==> src/rtl/pad_scan_controller.sv <==
// Serial pad scanner: latches two pads, clocks BITS bits out of each, publishes
// the decoded (active-high) pad words, and serves them to a CPU read port.
module pad_scan_controller #(
    parameter int HALF_PERIOD = 150,
    parameter int BITS        = 16
) (
    input  logic            clk,
    input  logic            reset,
    input  logic            start,
    input  logic [1:0]      pad_data,
    output logic            pad_latch,
    output logic            pad_clk,
    output logic            busy,
    output logic            state_valid,
    output logic [BITS-1:0] pad_state_0,
    output logic [BITS-1:0] pad_state_1,
    input  logic            read_en,
    input  logic            read_address,
    output logic [15:0]     read_data,
    output logic            read_ready,
    output logic [2:0]      dbg_state
);

    localparam int PW = $clog2(2 * HALF_PERIOD);
    localparam int CW = (BITS > 1) ? $clog2(BITS) : 1;
    localparam logic [PW-1:0] LATCH_LAST = PW'(2 * HALF_PERIOD - 1);
    localparam logic [PW-1:0] HALF_LAST  = PW'(HALF_PERIOD - 1);
    localparam logic [CW-1:0] BIT_LAST   = CW'(BITS - 1);

    typedef enum logic [2:0] {
        S_IDLE   = 3'd0,
        S_LATCH  = 3'd1,
        S_SAMPLE = 3'd2,
        S_CLK_LO = 3'd3,
        S_CLK_HI = 3'd4,
        S_DONE   = 3'd5
    } state_t;

    state_t          state_q;
    logic [PW-1:0]   phase_q;
    logic [CW-1:0]   bit_q;
    logic [BITS-1:0] shift0_q;
    logic [BITS-1:0] shift1_q;
    logic [1:0]      sync1_q;
    logic [1:0]      sync2_q;
    logic            pad_latch_q;
    logic            pad_clk_q;
    logic            busy_q;
    logic            state_valid_q;
    logic [BITS-1:0] pad_state_0_q;
    logic [BITS-1:0] pad_state_1_q;
    logic [15:0]     read_data_q;
    logic            read_ready_q;
    logic [15:0]     rd0_d;
    logic [15:0]     rd1_d;

    // Pads idle released (high), so the synchronizer resets to all ones.
    always_ff @(posedge clk) begin
        if (reset) begin
            sync1_q <= 2'b11;
            sync2_q <= 2'b11;
        end else begin
            sync1_q <= pad_data;
            sync2_q <= sync1_q;
        end
    end

    always_ff @(posedge clk) begin
        if (reset) begin
            state_q       <= S_IDLE;
            phase_q       <= '0;
            bit_q         <= '0;
            shift0_q      <= '0;
            shift1_q      <= '0;
            pad_latch_q   <= 1'b0;
            pad_clk_q     <= 1'b1;
            busy_q        <= 1'b0;
            state_valid_q <= 1'b0;
            pad_state_0_q <= '0;
            pad_state_1_q <= '0;
        end else begin
            state_valid_q <= 1'b0;
            case (state_q)
                S_IDLE: begin
                    if (start) begin
                        state_q     <= S_LATCH;
                        phase_q     <= '0;
                        bit_q       <= '0;
                        pad_latch_q <= 1'b1;
                        busy_q      <= 1'b1;
                    end
                end
                S_LATCH: begin
                    if (phase_q == LATCH_LAST) begin
                        phase_q     <= '0;
                        state_q     <= S_SAMPLE;
                        pad_latch_q <= 1'b0;
                    end else begin
                        phase_q <= phase_q + 1'b1;
                    end
                end
                S_SAMPLE: begin
                    // Pad lines are active-low; store the pressed state as a 1.
                    shift0_q[bit_q] <= ~sync2_q[0];
                    shift1_q[bit_q] <= ~sync2_q[1];
                    if (bit_q == BIT_LAST) begin
                        state_q <= S_DONE;
                    end else begin
                        state_q   <= S_CLK_LO;
                        pad_clk_q <= 1'b0;
                    end
                end
                S_CLK_LO: begin
                    if (phase_q == HALF_LAST) begin
                        phase_q   <= '0;
                        state_q   <= S_CLK_HI;
                        pad_clk_q <= 1'b1;
                    end else begin
                        phase_q <= phase_q + 1'b1;
                    end
                end
                S_CLK_HI: begin
                    if (phase_q == HALF_LAST) begin
                        phase_q <= '0;
                        bit_q   <= bit_q + 1'b1;
                        state_q <= S_SAMPLE;
                    end else begin
                        phase_q <= phase_q + 1'b1;
                    end
                end
                S_DONE: begin
                    pad_state_0_q <= shift0_q;
                    pad_state_1_q <= shift1_q;
                    state_valid_q <= 1'b1;
                    busy_q        <= 1'b0;
                    state_q       <= S_IDLE;
                end
                default: begin
                    state_q     <= S_IDLE;
                    pad_latch_q <= 1'b0;
                    pad_clk_q   <= 1'b1;
                    busy_q      <= 1'b0;
                end
            endcase
        end
    end

    generate
        if (BITS >= 16) begin : g_rd_wide
            assign rd0_d = pad_state_0_q[15:0];
            assign rd1_d = pad_state_1_q[15:0];
        end else begin : g_rd_narrow
            assign rd0_d = {{(16 - BITS){1'b0}}, pad_state_0_q};
            assign rd1_d = {{(16 - BITS){1'b0}}, pad_state_1_q};
        end
    endgenerate

    // read_en is accepted every cycle (no backpressure); read_ready pulses for
    // exactly the cycle after the strobe and read_data holds until the next read.
    always_ff @(posedge clk) begin
        if (reset) begin
            read_data_q  <= '0;
            read_ready_q <= 1'b0;
        end else begin
            read_ready_q <= read_en;
            if (read_en) begin
                read_data_q <= read_address ? rd1_d : rd0_d;
            end
        end
    end

    assign pad_latch   = pad_latch_q;
    assign pad_clk     = pad_clk_q;
    assign busy        = busy_q;
    assign state_valid = state_valid_q;
    assign pad_state_0 = pad_state_0_q;
    assign pad_state_1 = pad_state_1_q;
    assign read_data   = read_data_q;
    assign read_ready  = read_ready_q;
    assign dbg_state   = state_q;

endmodule

==> config.mk <==
export PLATFORM = sky130hd
export DESIGN_NAME = pad_scan_controller
export DESIGN_NICKNAME = d
export VERILOG_FILES = /design/src/rtl/pad_scan_controller.sv
export SDC_FILE = /design/constraint.sdc
export NUM_CORES = 1
export LEC_CHECK = 0
export ABC_AREA = 1
export CORE_ASPECT_RATIO = 2
export CORE_MARGIN = 8
export CORE_UTILIZATION = 45
export CTS_BUF_LIST = sky130_fd_sc_hd__clkbuf_16
export DETAILED_ROUTE_END_ITERATION = 10
export GPL_ROUTABILITY_DRIVEN = 0
export GPL_TIMING_DRIVEN = 0
export PLACE_DENSITY = 0.73
export SYNTH_ARGS = -nofsm -noshare
export SYNTH_HDL_FRONTEND = slang
export SYNTH_SLANG_ARGS = --single-unit
==> constraint.sdc <==
create_clock -name clk -period 1.8 [get_ports clk]
set_clock_uncertainty 0.15 [all_clocks]
set_input_delay 0.27 -clock clk [delete_from_list [all_inputs] [get_ports clk]]
set_output_delay 0.27 -clock clk [all_outputs]
set_load 0.01 [all_outputs]
==> impl_metrics.json <==
{
  "criticalPathCategory": "reg -> out",
  "cp_max_fo": 5,
  "path_cells": "clkdlybuf4s50_1",
  "hold_buffers": 0,
  "cp.arrival_ps": 1330,
  "crit_path_top_delay_cell": "clkdlybuf4s50_1",
  "min_path_cells": 2,
  "vdd_drop_max_v": 0.0007118,
  "rr_startpoint": "dbg_state[0]",
  "power_uw": 6172,
  "area_growth_pct": 24.85,
  "dieHeight_um": 154.6,
  "routed_wl_um": 11530,
  "rsz0062_at_grt": "no",
  "syn_area_per_cell_um2": 7.593,
  "drt.antenna.violating_nets": 0,
  "fin_crit_sh_pct": 97.35,
  "power_density_nw_per_um2": 1144,
  "antenna_cells": 0,
  "drt_iter0_drc": 273,
  "max_freq_mhz": 570.7,
  "wl_per_cell_um": 15.39,
  "dr.pass1.iters": 5,
  "final_max_slew_viol_count": 0,
  "min_path_type": "in -> reg",
  "rows": 50,
  "h-tree-depth": 3,
  "start_util_pct": 46.04,
  "antenna_found_initial": 0,
  "max_cap_viol_count": 0,
  "hold_start": "reset",
  "worstMarginPinSlew_ps": 597.4,
  "fin_nets": 653,
  "cts_root_buf": "clkbuf_16",
  "fill_cells": 901,
  "cts_tree": "yes",
  "ys_types": 27,
  "hold_viol": 0,
  "whs_ps": 55.47,
  "synth-compound-area-share_pct": 18.94,
  "critPathMaxStageDelay_ps": 570,
  "yosys-mux-area-fraction_pct": 0,
  "synthCells": 569,
  "fin_setup_tns_ps": 0,
  "yosys_warnings": 0,
  "startpoint_type": "flop",
  "status": "completed",
  "die_area_um2": 13180,
  "cts.clk_slew.worst_paths_ps": 70,
  "slew_headroom_pct": 60.18,
  "hold_end": "phase_q[6]",
  "crit_path_end_kind": "output pin",
  "leakage_uw": 0.002232,
  "grt_overflow": 0,
  "rrSetupSlack_ps": 100,
  "cts_num_sinks": 105,
  "critPathLaunch": "dbg_state[2]",
  "ys_seq_elements": 105,
  "setup_viol": 0,
  "grt_max_degree": 18,
  "track_usage_pct": 17.89,
  "grt_pass1_wl_um": 19040,
  "yosys.area_share.simple_pct": 24.41,
  "cp_data_required_time_ps": 1380,
  "synth_fa_ha_area_share_pct": 1.738,
  "rr_worst_depth": 7,
  "dp.cells": 733,
  "boundaryPins": 63,
  "final_cells": 749,
  "r2r_end": "shift1_q[1]",
  "cts_buffer_depth": 2,
  "dr_total_vias": 3974,
  "synth_top_family_by_area": "simple AND/OR/NAND/NOR gates",
  "seq_area_frac_synth_pct": 48.65,
  "die_w_um": 85.29,
  "route.detailed.drc": 0,
  "cp_top_family": "buffers and inverters",
  "clock_latency_ps": 350,
  "grt_pass1_vias": 3986,
  "period_needed_ps": 1752,
  "coreArea_um2": 9384,
  "dpl.hpwl_um": 8881,
  "critPathBufInv": 1,
  "synth_xor_area_share_pct": 0.4054,
  "dp_worst_setup_slack_ps": -245.3,
  "syn_area_um2": 4320,
  "cts_resized": 3,
  "cts_buffers": 9,
  "postLayoutSetupSlackWorst_ps": 47.67,
  "placement.io_buffers": 60,
  "drive_gt1_share_pct": 12.09,
  "vias_per_cell": 5.306,
  "syn-num-nets": 582,
  "post_cts_buffers": 0
}
[flip-flops by register name (all words and copies together), names as in the netlist, 2 cells and up]
| name | count |
|---|---|
| pad_state_0 | 16 |
| pad_state_1 | 16 |
| read_data | 16 |
| shift0_q | 16 |
| shift1_q | 16 |
| phase_q | 9 |
| bit_q | 4 |
| dbg_state | 3 |
| sync1_q | 2 |
| sync2_q | 2 |
[power by group]
part	total (µW)	internal (µW)	switching, µW
clock network	1960	1080	881
registers	2700	2530	170
logic	1510	601	909
[synth_stat cells]
master | instances | area [µm²]
a21oi_2 | 2 | 17.52
buf_2 | 9 | 45.04
xor2_1 | 2 | 17.52
nor2_2 | 14 | 87.58
inv_2 | 5 | 18.77
nor2_4 | 1 | 11.26
or2_2 | 4 | 25.02
nor2_1 | 89 | 334.1
o211ai_1 | 2 | 15.01
nand3_1 | 26 | 130.1
inv_1 | 29 | 108.9
nand2_4 | 3 | 33.78
ha_1 | 6 | 75.07
nor3_1 | 2 | 10.01
clkinv_1 | 1 | 3.750
nand2_1 | 74 | 277.8
clkbuf_1 | 15 | 56.30
dfxtp_1 | 105 | 2102
clkinv_2 | 1 | 5.000
nor2_8 | 1 | 20.02
nand2_2 | 7 | 43.79
nand3_2 | 5 | 50.05
a21oi_1 | 73 | 365.4
buf_1 | 4 | 15.01
nand4_1 | 5 | 31.28
o21ai_1 | 1 | 5.000
o21ai_0 | 83 | 415.4
[metrics by stage]
| step | area (µm²) | utilization, % |
|---|---|---|
| final | 5394 | 57.48 |
| after CTS | 5355 | 57.07 |
| after floorplan | 4320 | - |
| after global placement | 5051 | 53.83 |
| after detailed placement | 5051 | 53.83 |
| after global routing | 5394 | 57.48 |
[cell usage in the layout, fill, tap and decap left out, types with 3 or more instances in the layout]
cell             Yosys  final
nand4_1              5      5
a21oi_1             73     73
dfxtp_1            105    103
ha_1                 6      5
nand2_2              7      8
clkdlybuf4s50_1      0     59
nor2_2              14     13
clkinv_2             1      3
nand2_1             74     73
clkbuf_16            0      9
o21ai_0             83     83
clkbuf_2             0      3
clkbuf_1            15     12
nand3_2              5      5
buf_1                4      4
or2_2                4      4
nand2_4              3      3
buf_2                9      9
nor2_4               1      3
nor2_1              89     88
inv_2                5      5
inv_1               29     30
nand3_1             26     26
[how the worst max path moves through the flow]
stage	slack [ps]	endpoint	cells after the start
after CTS	20	phase_q[8]	8
after global routing	3	dbg_state[1]	1
after floorplan	280	phase_q[8]	8
after detailed placement	-250	read_data[10]	5
final	50	dbg_state[2]	1
after global placement	-200	read_data[10]	5
[cells by family (layout without fill, tap and decap cells)]
family / count (synthesis) / after routing
AOI/OAI and AO/OA: 161 / 161
xor gates and xnor gates: 2 / 2
adders and majority gates: 6 / 6
buffers and inverters: 64 / 140
DFF: 105 / 105
and+or+nand+nor: 231 / 231
[routing by layer]
metal | wire (µm) | part of all wire (%) | global-route usage (%) | up-vias
met3 | 487 | 4.2 | 3.875 | 28
met1 | 4178 | 36 | 16.66 | 1830
li1 | - | - | - | 2017
met5 | 0 | 0 | 0 | -
met2 | 6502 | 56 | 34.82 | 99
met4 | 359 | 3.1 | 9.007 | 0
[area by class of cell]
type                       count  area (µm²)  share of cell area, %
timing repair buffer          60       603.1                  11.18
tap                          104       130.1                  2.412
clock inverter                 7       71.32                  1.322
inverter                      36       140.1                  2.598
sequential                   105        2105                  39.02
buffer                        28       120.1                  2.227
clock buffer                   9       225.2                  4.175
multi-input combinational    400        1999                  37.07
No activity file was read; power rests on OpenSTA's default activity.
